<file path="config.mk">
export PLATFORM = sky130hd
export DESIGN_NAME = activation_feeder
export DESIGN_NICKNAME = d
export VERILOG_FILES = /design/src/rtl/activation_feeder.sv
export SDC_FILE = /design/constraint.sdc
export NUM_CORES = 1
export LEC_CHECK = 0
export ABC_CLOCK_PERIOD_IN_PS = 4000
export BUFFER_PORTS_ARGS = -buffer_cell sky130_fd_sc_hd__clkbuf_2
export CAP_MARGIN = 40
export CORE_MARGIN = 5
export CORE_UTILIZATION = 35
export DETAILED_ROUTE_END_ITERATION = 8
export PLACE_DENSITY = 0.62
export SETUP_SLACK_MARGIN = 0.3
export SKIP_LAST_GASP = 1
export SLEW_MARGIN = 30
export SYNTH_ARGS = -nofsm -noshare
export SYNTH_HDL_FRONTEND = slang
export SYNTH_SLANG_ARGS = --single-unit
</file>
<file path="constraint.sdc">
create_clock -name clk -period 4 [get_ports clk]
set_input_delay 0.6 -clock clk [delete_from_list [all_inputs] [get_ports clk]]
set_output_delay 0.6 -clock clk [all_outputs]
set_load 0.01 [all_outputs]
</file>
<file path="src/rtl/activation_feeder.sv">
// Activation feeder: buffers row vectors in a small FIFO and drives them into the
// systolic array west edge with a per-lane diagonal skew (lane r delayed r cycles).
`timescale 1ns/1ps
module activation_feeder #(
  parameter int MATRIX_SIZE = 2,
  parameter int DATA_SIZE   = 32,
  parameter int FIFO_DEPTH  = 4
) (
  input  logic                             clk,
  input  logic                             reset_n,
  input  logic                             general_enable,
  input  logic                             in_valid,
  output logic                             in_ready,
  input  logic [MATRIX_SIZE*DATA_SIZE-1:0] in_data,
  input  logic                             in_last,
  input  logic [MATRIX_SIZE-1:0]           enable_mult,
  input  logic                             sched_done,
  output logic [MATRIX_SIZE*DATA_SIZE-1:0] a_out,
  output logic [MATRIX_SIZE-1:0]           a_valid,
  output logic                             feed_done
);

  localparam int VEC_W   = MATRIX_SIZE * DATA_SIZE;
  localparam int ENTRY_W = VEC_W + 1;
  localparam int PTR_W   = (FIFO_DEPTH > 1) ? $clog2(FIFO_DEPTH) : 1;
  localparam int CNT_W   = PTR_W + 1;
  localparam int DRAIN_W = $clog2(MATRIX_SIZE) + 1;

  typedef enum logic [1:0] {IDLE, FEED, DRAIN, DONE} state_t;

  state_t               state_reg, state_next;
  logic [ENTRY_W-1:0]   fifo_mem [FIFO_DEPTH];
  logic [PTR_W-1:0]     wr_ptr_reg, rd_ptr_reg;
  logic [CNT_W-1:0]     count_reg;
  logic [DRAIN_W-1:0]   drain_cnt_reg, drain_cnt_next;
  logic                 feed_done_reg;
  logic                 full, empty, accept_state, push, pop;
  logic [ENTRY_W-1:0]   head;
  logic [VEC_W-1:0]     head_vec;
  logic                 head_last;
  logic                 unused_enable_bits;

  // Only bit 0 of enable_mult gates the feed; upper bits belong to other stages.
  assign unused_enable_bits = &{1'b0, enable_mult};

  assign full         = (count_reg == CNT_W'(FIFO_DEPTH));
  assign empty        = (count_reg == '0);
  assign accept_state = (state_reg == IDLE) || (state_reg == FEED);
  assign in_ready     = general_enable && !full && accept_state;
  assign push         = in_valid && in_ready;
  assign pop          = general_enable && !empty && enable_mult[0] && accept_state;

  // Head is read combinationally so a popped vector enters skew stage 0 on the pop edge.
  assign head      = fifo_mem[rd_ptr_reg];
  assign head_vec  = head[VEC_W-1:0];
  assign head_last = head[VEC_W];

  always_ff @(posedge clk) begin
    if (push) begin
      fifo_mem[wr_ptr_reg] <= {in_last, in_data};
    end
  end

  always_ff @(posedge clk or negedge reset_n) begin
    if (!reset_n) begin
      wr_ptr_reg <= '0;
      rd_ptr_reg <= '0;
      count_reg  <= '0;
    end else begin
      if (push) wr_ptr_reg <= wr_ptr_reg + PTR_W'(1);
      if (pop)  rd_ptr_reg <= rd_ptr_reg + PTR_W'(1);
      case ({push, pop})
        2'b10:   count_reg <= count_reg + CNT_W'(1);
        2'b01:   count_reg <= count_reg - CNT_W'(1);
        default: count_reg <= count_reg;
      endcase
    end
  end

  always_comb begin
    state_next     = state_reg;
    drain_cnt_next = drain_cnt_reg;
    if (general_enable) begin
      case (state_reg)
        IDLE, FEED: begin
          if (pop) begin
            state_next     = head_last ? DRAIN : FEED;
            drain_cnt_next = '0;
          end
        end
        DRAIN: begin
          if (drain_cnt_reg == DRAIN_W'(MATRIX_SIZE - 1)) state_next = DONE;
          else drain_cnt_next = drain_cnt_reg + DRAIN_W'(1);
        end
        DONE: begin
          if (sched_done) state_next = IDLE;
        end
        default: state_next = IDLE;
      endcase
    end
  end

  always_ff @(posedge clk or negedge reset_n) begin
    if (!reset_n) begin
      state_reg     <= IDLE;
      drain_cnt_reg <= '0;
      feed_done_reg <= 1'b0;
    end else if (general_enable) begin
      state_reg     <= state_next;
      drain_cnt_reg <= drain_cnt_next;
      feed_done_reg <= (state_next == DONE);
    end
  end

  assign feed_done = feed_done_reg;

  genvar gi;
  generate
    for (gi = 0; gi < MATRIX_SIZE; gi++) begin : g_lane
      logic [DATA_SIZE-1:0] data_pipe [gi+1];
      logic [gi:0]          valid_pipe;

      always_ff @(posedge clk or negedge reset_n) begin
        if (!reset_n) begin
          for (int s = 0; s <= gi; s++) data_pipe[s] <= '0;
          valid_pipe <= '0;
        end else if (general_enable) begin
          data_pipe[0]  <= pop ? head_vec[gi*DATA_SIZE +: DATA_SIZE] : '0;
          valid_pipe[0] <= pop;
          for (int s = 1; s <= gi; s++) begin
            data_pipe[s]  <= data_pipe[s-1];
            valid_pipe[s] <= valid_pipe[s-1];
          end
        end
      end

      assign a_out[gi*DATA_SIZE +: DATA_SIZE] = data_pipe[gi];
      assign a_valid[gi]                      = valid_pipe[gi];
    end
  endgenerate

endmodule

</file>
Yosys cells after proc, flatten, opt, wreduce, memory -nomap -nowiden
Memories as Yosys holds them, arrays and structs flattened.
Index checks and enable logic that the tools add are counted.
{"block": "word_totals", "register_bits": 111, "memories": 1, "ram_bits": 260, "in_bits": 72, "out_inout_bits": 68, "elab_cells": 56, "romBits": 0, "latch_bits": 0}
{"memory": "fifo_mem", "depth": 4, "width": 65, "read_ports": 1, "rd_ports_with_merged_regs": 0, "write_ports": 1, "line_no": "32", "source": "logic [ENTRY_W-1:0] fifo_mem [FIFO_DEPTH];"}
{"block": "op_classes", "mux": 14, "n_bitwise": 0, "addsub": 5, "multipliers": 0, "n_lt_le_gt_ge": 0, "div_mod_pow": 0, "n_reduce_logical": 15, "n_shift": 0, "n_eq_ne": 10}
{"cell": "32-bit two-way mux", "n": 2}
{"cell": "2-bit two-way mux", "n": 7}
{"cell": "2-bit == test, second input constant", "n": 4}
{"cell": "2-bit by 1-bit adder with 2-bit output, second input constant", "n": 3}
{"cell": "2-bit by 1-bit == test with 1-bit output, second input constant", "n": 3}
{"cell": "1-bit logical AND", "n": 6}
{"cell": "2-bit case mux with 3 select lines", "n": 1}
{"cell": "3-bit case mux with 2 select lines", "n": 1}
{"cell": "2-bit inequality test, second input constant", "n": 2}
{"cell": "2-bit case mux with 2 select lines", "n": 1}
{"cell": "4-bit AND reduction", "n": 1}
{"cell": "2-bit nonzero test", "n": 2}
{"cell": "3-bit by 1-bit adder with 3-bit output, second input constant", "n": 1}
{"cell": "3-bit == test, second input constant", "n": 1}
{"cell": "3-bit zero test", "n": 1}
{"cell": "3-bit by 1-bit subtractor with 3-bit output, second input constant", "n": 1}
{"cell": "1-bit zero test", "n": 2}
{"cell": "2-bit zero test", "n": 1}
{"cell": "1-bit two-way mux", "n": 2}
{"cell": "2-bit OR reduction", "n": 1}
{"cell": "1-bit logical OR", "n": 1}

Longest topological paths before layout
Gate-level depths: netlist of the first run.
{"block": "logic_depth", "depth_word": 9, "depth_mapped": 9, "ltp_nobuf": 9}

Least setup slack after synthesis of the first run
Ideal clock, no wire load.
{"block": "synth_path", "path_kind": "input -> register", "from": "input port general_enable", "to": "memory fifo_mem[0][0] in the netlist's numbering (enable)", "n_path_buf": 0, "stages": 3, "slack_ps": 898, "arrival_ps": 2672, "setup_time_ps": 430, "required_time_ps": 3570, "cell_sequence": "nand2b_1 a211oi_2 and2_1"}
{"block": "synth_via", "elab_chain_len": 5}
{"element": "start, declared", "line_no": "11", "source": "input logic general_enable,"}
{"element": "1-bit logical AND (2 in a row)", "line_no": "49", "source": "assign in_ready = general_enable && !full && accept_state;"}
{"element": "1-bit logical AND", "line_no": "50", "source": "assign push = in_valid && in_ready;"}
{"element": "1-bit two-way mux", "line_no": "59", "source": "if (push) begin"}
{"element": "1-bit two-way mux (implied by the code)", "line_no": "60", "source": "fifo_mem[wr_ptr_reg] <= {in_last, in_data};"}
{"element": "end, declared", "line_no": "32"}
Every way passes these cells.

Final worst setup path of the first run
{"block": "layout_path", "from": "register state_reg[1]", "to": "memory fifo_mem[3][8] in the netlist's numbering (enable)"}
{"block": "layout_via", "elab_chain_len": 6, "elab_cells_between_ends": 7, "classes_between": "eq/ne: 1; mux: 2; reduce/logical: 4"}
{"element": "start, declared", "line_no": "31", "source": "state_t state_reg, state_next;"}
{"element": "start signal, assigned", "line_no": "109", "source": "state_reg <= state_next;"}
{"element": "2-bit by 1-bit == test with 1-bit output / 2-bit zero test (equally long branches)", "line_no": "48", "source": "assign accept_state = (state_reg == IDLE) || (state_reg == FEED);"}
{"element": "1-bit logical OR *", "line_no": "48"}
{"element": "1-bit logical AND *", "line_no": "49"}
{"element": "1-bit logical AND *", "line_no": "50"}
{"element": "1-bit two-way mux *", "line_no": "59"}
{"element": "1-bit two-way mux (implied by the code) *", "line_no": "60"}
Mark *: on every way between the ends. The rest lies on a longest branch, timed or not.

==> results_dict.tcl, run 1 <==
set metrics [dict create \
    grt_max_degree 55 \
    antenna_found_initial 1 \
    ys_warn_count 0 \
    synth_top_cell_area_share_pct 56.6 \
    max_slew_margin_pct 45.7 \
    crit_path_end_kind "register" \
    ys_ff_latch 370 \
    crit_fanout 20 \
    drive_gt1_share_pct 40.0 \
    rsz0062_at_grt "no" \
    cts_max_level 2 \
    dp_hpwl_um 16400 \
    path_buf_inv 1 \
    wl_um 27700 \
    tightest_slew_ns 0.814 \
    dieArea_sq_um 43500 \
    outcome "finished, final reports clean" \
    first_iter_violations 307 \
    setup_tns_ns 0 \
    largest-register "fifo_mem" \
    ys_types 31 \
    grt_usage_pct 12.8 \
    path_class "register to register" \
    cts_resized 0 \
    gp_congestion 0.680 \
    use_met2_pct 21.0 \
    power_density_nw_per_um2 681 \
    critPathTopFamily "simple AND/OR/NAND/NOR gates" \
    drc 0 \
    die_w_um 209 \
    hold_ws_ns 0.282 \
    cts_buffers 40 \
    cts_root_buffer "clkbuf_16" \
    fillCellCount 3452 \
    clkTransAtPathRegs_ns 0.06 \
    cts_buffer_depth 3 \
    setup_violations 0 \
    synth_fp_nets 734 \
    drv_cap 0 \
    hold_viol 0 \
    design_area_sq_um 16300 \
    cts_setup_buffers 0 \
    nets 870 \
    placed_cell_area_sq_um 14900 \
    die_h_um 209 \
    finalPower_mw 11.1 \
    syn_to_final_growth_pct 18.3 \
    cts_tree "built" \
    grt_busiest_layer "met2" \
    place_ws_ns 1.27 \
    syn_area_sq_um 13800 \
    num_vias 6471 \
    viasPerCell 4.83 \
    initial_utilization_pct 35.6 \
    overflow 0 \
    cpPeakStageDelay_ns 0.55 \
    grt_util_met3_pct 3.55 \
    slew_violations 0 \
    leakage_nw 6.22 \
    fmax_ghz 0.397 \
    dp.cells 1265 \
    slowest_stage "a211oi_2" \
    ys_seq_area_share_pct 76.5 \
    worstPathCellList "nand2b_1 > a211oi_2 > and2_4 > buf_4" \
    grt_pass1_wl_um 43100 \
    postLayoutCoreUtil_pct 42.1 \
    largest_reg_flops 260 \
    antenna_cells 0 \
    irDropWorstVdd_uv 505 \
    fin_cells 1339 \
    fin_ws_ns 1.48 \
    period_minus_slack_ns 2.52 \
    postRouteAntennaNets 0 \
    required_ns 4.20 \
    io_pins 140 \
    core-area_sq_um 38800 \
    grt_pass1_vias 7091 \
    clock_latency_ns 0.54 \
    syn_area_per_cell_sq_um 21.1 \
    finalClockSkew_ns 0.0140 \
    cp.arrival_ns 2.72 \
    clock-sinks 370 \
    netlist_instances 655 \
    rows 72 \
    synth_top_area_cell "edfxtp_1" \
    met1_usage_pct 16.9 \
    yosys-top-cells-area "edfxtp_1 57%, dfrtp_1 20%, mux4_2 11%, a22o_1 4.3%, mux2_2 2.8%" \
    io_buffers 138 \
    finalCritPeriodShare_pct 62.9 \
    wl_per_cell_um 20.7 \
    cts_hold_buffers 1 \
    startpoint_type "register" \
    hp-class "input port to register" \
    dr.pass1.iters 4 \
]
worst paths after layout:
check / endpoint / slack [ns] / cells after the start / from
min in group asynchronous: g_lane[1].data_pipe[54] / 0.55 / 2 / reset_n
max in group asynchronous: g_lane[1].valid_pipe[1] / 2.46 / 4 / reset_n
worst min-delay path: fifo_mem[3][34] / 0.28 / 1 / in_data[34]
worst max register to register: fifo_mem[3][8] / 1.48 / 4 / state_reg[1]
worst min register to register: g_lane[1].data_pipe[44] / 0.50 / 1 / g_lane[1].data_pipe[44]
worst max-delay path: fifo_mem[3][8] / 1.48 / 4 / state_reg[1]
power breakdown:
part | internal [mW] | leakage, nW | switching [mW]
logic | 1.18 | 1.76 | 0.990
clock network | 2.29 | 0.644 | 1.45
registers | 4.73 | 3.81 | 0.480
total | 8.20 | 6.22 | 2.92
cell usage after synthesis:
master and count:
dfrtp_1 110, a211oi_2 1, xor2_1 3, xnor2_1 3, or3b_2 1, a21o_1 2, mux2i_1 1, buf_6 5
nor2b_1 2, edfxtp_1 260, clkbuf_1 12, nor3_1 1, mux2_2 34, a221o_1 1, buf_1 1, buf_4 34
nand2b_1 1, nor2_1 2, ha_1 6, fa_1 1, nand3_1 1, and2_1 5, buf_2 13, o21ai_0 5
o211ai_1 1, o31ai_2 1, nor2_2 1, a21oi_1 1, inv_1 13, mux4_2 65, a22o_1 68
cell families (layout without fill, tap and decap cells):
logic type                 Yosys count  after routing  synth area share [%]
buffers and inverters               78            244                  3.44
DFF                                370            370                  76.5
adders and majority gates            7              7                 0.689
AOI/OAI and AO/OA                   80             80                  4.95
xor gates and xnor gates             6              6                 0.381
and+or+nand+nor                     14             14                 0.598
muxes                              100            100                  13.5
cell usage in the layout (no fill, tap or decap), types with 4 or more instances in the layout:
cell type and instances:
and2_4 4, clkinv_2 4, clkbuf_8 4, inv_1 12, mux2_2 34, clkbuf_2 137, ha_1 6, clkbuf_1 10
edfxtp_1 260, dfrtp_1 108, a22o_1 68, buf_4 15, mux4_2 65, o21ai_0 5, clkinvlp_4 4, clkbuf_16 41
bufinv_16 5
per-layer routing:
| layer | wire length (um) | part of all wire [%] |
|---|---|---|
| met2 | 13400 | 48 |
| met1 | 12100 | 44 |
| met3 | 1630 | 5.9 |
| met5 | 13 | 0.047 |
| met4 | 582 | 2.1 |
area by class of cell:
cell class	count	area, sq um	share of cell area (%)
clock buffers	55	1120	6.85
well taps	518	648	3.97
flip-flops and latches	370	10600	64.7
multi-input cells	207	2790	17.1
clock inverters	17	225	1.38
repair buffers	159	935	5.72
inverters	13	48.8	0.299
(Power assumes the default switching activity.)
==> run 2: changes to the inputs <==
ABC_CLOCK_PERIOD_IN_PS = 2200   (was 4000)
PLACE_DENSITY = 0.64   (was 0.62)
clock period = 2.2 ns   (was 4 ns; I/O delays follow)
==> results_dict.tcl, run 2 (same netlist as run 1, synthesis figures left out) <==
set metrics [dict create \
    outcome "finished, final reports clean" \
    clock-sinks 370 \
    tightest_slew_ns 0.651 \
    largest-register "fifo_mem" \
    fillCellCount 3354 \
    grt_pass1_wl_um 44200 \
    dp_hpwl_um 16200 \
    period_minus_slack_ns 1.81 \
    cts_buffer_depth 3 \
    grt_usage_pct 13.1 \
    dp.cells 1268 \
    clkTransAtPathRegs_ns 0.06 \
    crit_start "count_reg[0]" \
    dieArea_sq_um 43500 \
    cp.arrival_ns 2.02 \
    wl_per_cell_um 20.0 \
    cts_max_level 2 \
    leakage_nw 6.54 \
    antenna_found_initial 3 \
    dr.pass1.iters 4 \
    wl_um 28300 \
    drv_cap 0 \
    hold_start "sched_done" \
    hold_ws_ns 0.120 \
    viasPerCell 4.79 \
    rr_startpoint "count_reg[0]" \
    first_iter_violations 324 \
    slew_violations 0 \
    path_class "register to register" \
    gp_congestion 0.635 \
    drc 0 \
    postLayoutCoreUtil_pct 44.2 \
    rows 72 \
    io_buffers 138 \
    grt_max_degree 69 \
    nets 939 \
    max_slew_margin_pct 56.6 \
    layout_commonest_cell "edfxtp_1" \
    drive_gt1_share_pct 37.8 \
    core-area_sq_um 38800 \
    grt_pass1_vias 7499 \
    irDropWorstVdd_uv 704 \
    cts_root_buffer "clkbuf_16" \
    required_ns 2.41 \
    rsz0062_at_grt "yes" \
    overflow 0 \
    initial_utilization_pct 35.6 \
    cts_tree "built" \
    num_vias 6769 \
    hold_viol 0 \
    finalCritPeriodShare_pct 82.2 \
    fin_cells 1413 \
    fmax_ghz 0.553 \
    postRouteAntennaNets 0 \
    io_pins 140 \
    clock_latency_ns 0.56 \
    crit_fanout 38 \
    cts_buffers 41 \
    mostFrequentLayoutCells "260 x edfxtp_1, 137 x clkbuf_2, 105 x dfrtp_1" \
    finalClockSkew_ns 0.0274 \
    largest_reg_flops 260 \
    syn_to_final_growth_pct 24.3 \
    die_h_um 209 \
    setup_violations 0 \
    setup_tns_ns 0 \
    power_density_nw_per_um2 1190 \
    die_w_um 209 \
    crit_path_end_kind "register" \
    hp-class "input port to register" \
    startpoint_type "register" \
]
run 2: per-layer routing:
metal / part of all wire, % / GRT usage, % / vias up
met5: 0 / 0 / -
met4: 2.0 / 3.98 / 0
met3: 5.2 / 3.27 / 46
met2: 51 / 22.2 / 150
met1: 42 / 16.7 / 3555
li1: - / - / 3018
run 2: area by class of cell:
cell class	count	area, sq um	share of cell area (%)
diodes	3	7.51	0.0437
clock buffers	54	1110	6.50
clock inverters	21	208	1.21
inverters	13	50.0	0.292
multi-input cells	207	2830	16.5
flip-flops and latches	370	10600	61.6
well taps	518	648	3.78
repair buffers	227	1730	10.1
run 2: path summary, 6_finish.rpt:
kind / endpoint / slack, ns / cells after the start
setup / recovery: fifo_mem[3][43] / 0.39 / 5
hold / removal: state_reg[1] / 0.12 / 3
setup reg to reg: fifo_mem[3][43] / 0.39 / 5
hold reg to reg: a_out[32] / 0.50 / 1
max in group asynchronous: a_out[55] / 1.29 / 3
min in group asynchronous: a_out[54] / 0.27 / 2
run 2: repair_timing:
item,4_1_cts,5_1_grt
cloned,0,1
endpoints found under the hold margin,296,0
pin swaps,0,1
gates resized for setup,1,8
hold buffers,66,0
setup buffers,0,0
endpoints found under the setup margin,1,30
run 2: worst max-delay path: stages (launching register included):
cell and delay, ns:
dfrtp_2 0.45, nor2_4 0.06, a211oi_4 0.27, buf_4 0.22, and2_4 0.19, buf_12 0.25
run 2: report_power, final:
group / switching [mW] / leakage, nW / internal, mW
sequential: 0.654 / 3.81 / 8.61
clock: 2.70 / 0.645 / 3.94
combinational: 2.09 / 2.09 / 2.39
run 2: per-stage QoR:
stage                     setup WS, ns  cell area (sq um)  power (mW)
after floorplan                  0.324              13900        12.5
after global placement           0.243              15100        13.8
after detailed placement         0.211              15100        13.9
after CTS                        0.338              17100        20.7
after global routing             0.282              17200        21.5
final                            0.391              17200        20.4
==> run 3: changes to the inputs <==
ABC_AREA = 1   (was unset)
ABC_CLOCK_PERIOD_IN_PS = 1800   (was 2200)
PLACE_DENSITY = 0.62   (was 0.64)
clock period = 1.8 ns   (was 2.2 ns; I/O delays follow)
==> results_dict.tcl, run 3 <==
set metrics [dict create \
    grt_max_degree 107 \
    postRouteAntennaNets 0 \
    hold_ws_ns 0.136 \
    synth_ff_type "edfxtp_1" \
    path_class "register to register" \
    power_density_nw_per_um2 1480 \
    syn_to_final_growth_pct 34.8 \
    hp-class "input port to register" \
    fmax_ghz 0.553 \
    syn_area_per_cell_sq_um 13.4 \
    violations "negative setup slack" \
    ff2ff_path_depth 7 \
    rr_startpoint "count_reg[2]" \
    fin_cells 1881 \
    antenna_found_initial 3 \
    max_slew_margin_pct 69.5 \
    synth_top_cell_area_share_pct 55.4 \
    critPathTopFamily "buffers and inverters" \
    yosysMostFrequentCell "edfxtp_1" \
    outcome "finished with violations" \
    drv_cap 0 \
    dr.pass1.iters 5 \
    netlist_instances 1054 \
    period_minus_slack_ns 1.81 \
    rows 73 \
    crit_fanout 10 \
    design_area_sq_um 19000 \
    r2r_setup_slack_ns -0.008 \
    leakage_nw 7.39 \
    synth_fp_nets 1133 \
    clock_latency_ns 0.54 \
    cpPeakStageDelay_ns 0.41 \
    cp.arrival_ns 2.06 \
    overflow 0 \
    core-area_sq_um 39800 \
    initial_utilization_pct 35.4 \
    crit_path_end_kind "register" \
    layout_commonest_cell "edfxtp_1" \
    dp_hpwl_um 20000 \
    slew_violations 0 \
    yosys-top-cells-area "edfxtp_1 55%, dfrtp_1 20%, o21ai_0 3.7%, nor2_1 3.6%, o22ai_1 2.8%" \
    finalCritPeriodShare_pct 100 \
    io_pins 140 \
    ys_types 29 \
    cts_root_buffer "clkbuf_16" \
    cts_max_level 2 \
    grt_pass1_wl_um 54600 \
    reg2reg_to "fifo_mem[3][7]" \
    hold_start "sched_done" \
    slowest_stage "dfrtp_1" \
    tightest_slew_ns 0.457 \
    dp.cells 1667 \
    path_depth 7 \
    largest-register "fifo_mem" \
    setup_tns_ns -0.0519 \
    largest_reg_flops 260 \
    irDropWorstVdd_uv 916 \
    clock-sinks 370 \
    ys_ff_latch 370 \
    grt_pass1_vias 9280 \
    cts_tree "built" \
    cts_buffers 40 \
    gp_congestion 0.710 \
    path_buf_inv 4 \
    wl_per_cell_um 20.3 \
    min_to "state_reg[1]" \
    postLayoutCoreUtil_pct 47.7 \
    viasPerCell 4.97 \
    worstPathCellList "a211oi_4 > nand2_4 > buf_8 > nor2_4 > buf_12 > buf_12 > buf_16" \
    hold_viol 0 \
    place_ws_ns -0.0363 \
    die_h_um 211 \
    synthTopCellsByCount "260 x edfxtp_1, 135 x nor2_1, 110 x dfrtp_1, 105 x o21ai_0, 98 x nand2_1" \
    mostFrequentLayoutCells "260 x edfxtp_1, 136 x clkbuf_2, 128 x nor2_1" \
    hold_depth 4 \
    num_vias 9341 \
    clkTransAtPathRegs_ns 0.05 \
    synth_top_area_cell "edfxtp_1" \
    dieArea_sq_um 44400 \
    cts_buffer_depth 3 \
    drc 0 \
    startpoint_type "register" \
    rsz0062_at_grt "yes" \
    required_ns 2.05 \
    syn_area_sq_um 14100 \
    ys_seq_area_share_pct 75.0 \
    die_w_um 211 \
    drive_gt1_share_pct 26.2 \
    synth-edff-count 260 \
    path_common_cell "buf_12" \
    first_iter_violations 639 \
    io_buffers 138 \
    fin_ws_ns -0.00784 \
    finalClockSkew_ns 0.0157 \
    finalPower_mw 28.1 \
    ys_warn_count 0 \
    nets 1400 \
    placed_cell_area_sq_um 15500 \
    wl_um 38200 \
    async_flop_share_pct 29.7 \
    setup_violations 15 \
    grt_usage_pct 15.8 \
]
[run 3: cell types whose count changed in the layout (fill, tap and decap cells not counted), sizes merged, moves of 30 or more]
cell,previous run,this run
nor2,3,136
o22ai,0,64
mux2,34,0
inv,14,44
mux4,65,0
nand2,0,102
o21ai,5,180
buf,23,106
[run 3: worst max path at each step]
stage / startpoint / end / slack (ns)
floorplan: count_reg[0] / fifo_mem[0][0] / -0.52
CTS: count_reg[1] / in_ready / -0.03
global placement: general_enable / count_reg[2] / -0.04
global route: count_reg[2] / in_ready / -0.06
detailed placement: general_enable / fifo_mem[2][42] / -0.04
finish: count_reg[2] / fifo_mem[3][7] / -0.008
[run 3: tightest hold or removal path: stages]
cell and delay (ns):
clkbuf_2 0.10, nand3_1 0.08, nand3_1 0.10, o21ai_1 0.07
[run 3: layout make-up]
class / instances / area [sq um]
Clock buffer: 53 / 1110
Timing Repair Buffer: 321 / 3430
Antenna cell: 3 / 7.51
Timing Repair inverter: 1 / 8.76
Sequential cell: 370 / 10600
Inverter: 41 / 169
Clock inverter: 21 / 143
Multi-Input combinational cell: 546 / 2900
Tap cell: 525 / 657
Fill cell: 3460 / 20800
[run 3: per-layer routing]
metal  global-route usage (%)  wire length (um)
met1                     21.4             16200
met4                     4.20               957
met5                        0                 0
met3                     3.62              2600
met2                     25.9             18500
[run 3: what timing repair did]
| item | 4_1_cts | 5_1_grt |
|---|---|---|
| endpoints found under the hold margin | 342 | 0 |
| gates resized for setup | 46 | 73 |
| endpoints found under the setup margin | 329 | 330 |
| pin swaps | 2 | 6 |
| buffers inserted | 26 | 13 |
| hold buffers | 66 | 0 |
| gates cloned | 17 | 15 |
[run 3: cells by family after synthesis]
logic type               after synthesis  share of synthesized area, %
flip-flops                           370                          75.0
AO/OA/AOI/OAI                        291                          12.1
AND/OR/NAND/NOR                      243                          6.72
buffers and inverters                138                          5.21
adder cells (fa/ha/maj)                7                         0.675
XOR/XNOR                               5                         0.311
[run 3: power by group]
group / internal [mW] / switching (mW)
registers: 10.5 / 0.682
logic: 3.89 / 5.26
clock network: 4.51 / 3.26
total: 18.9 / 9.21
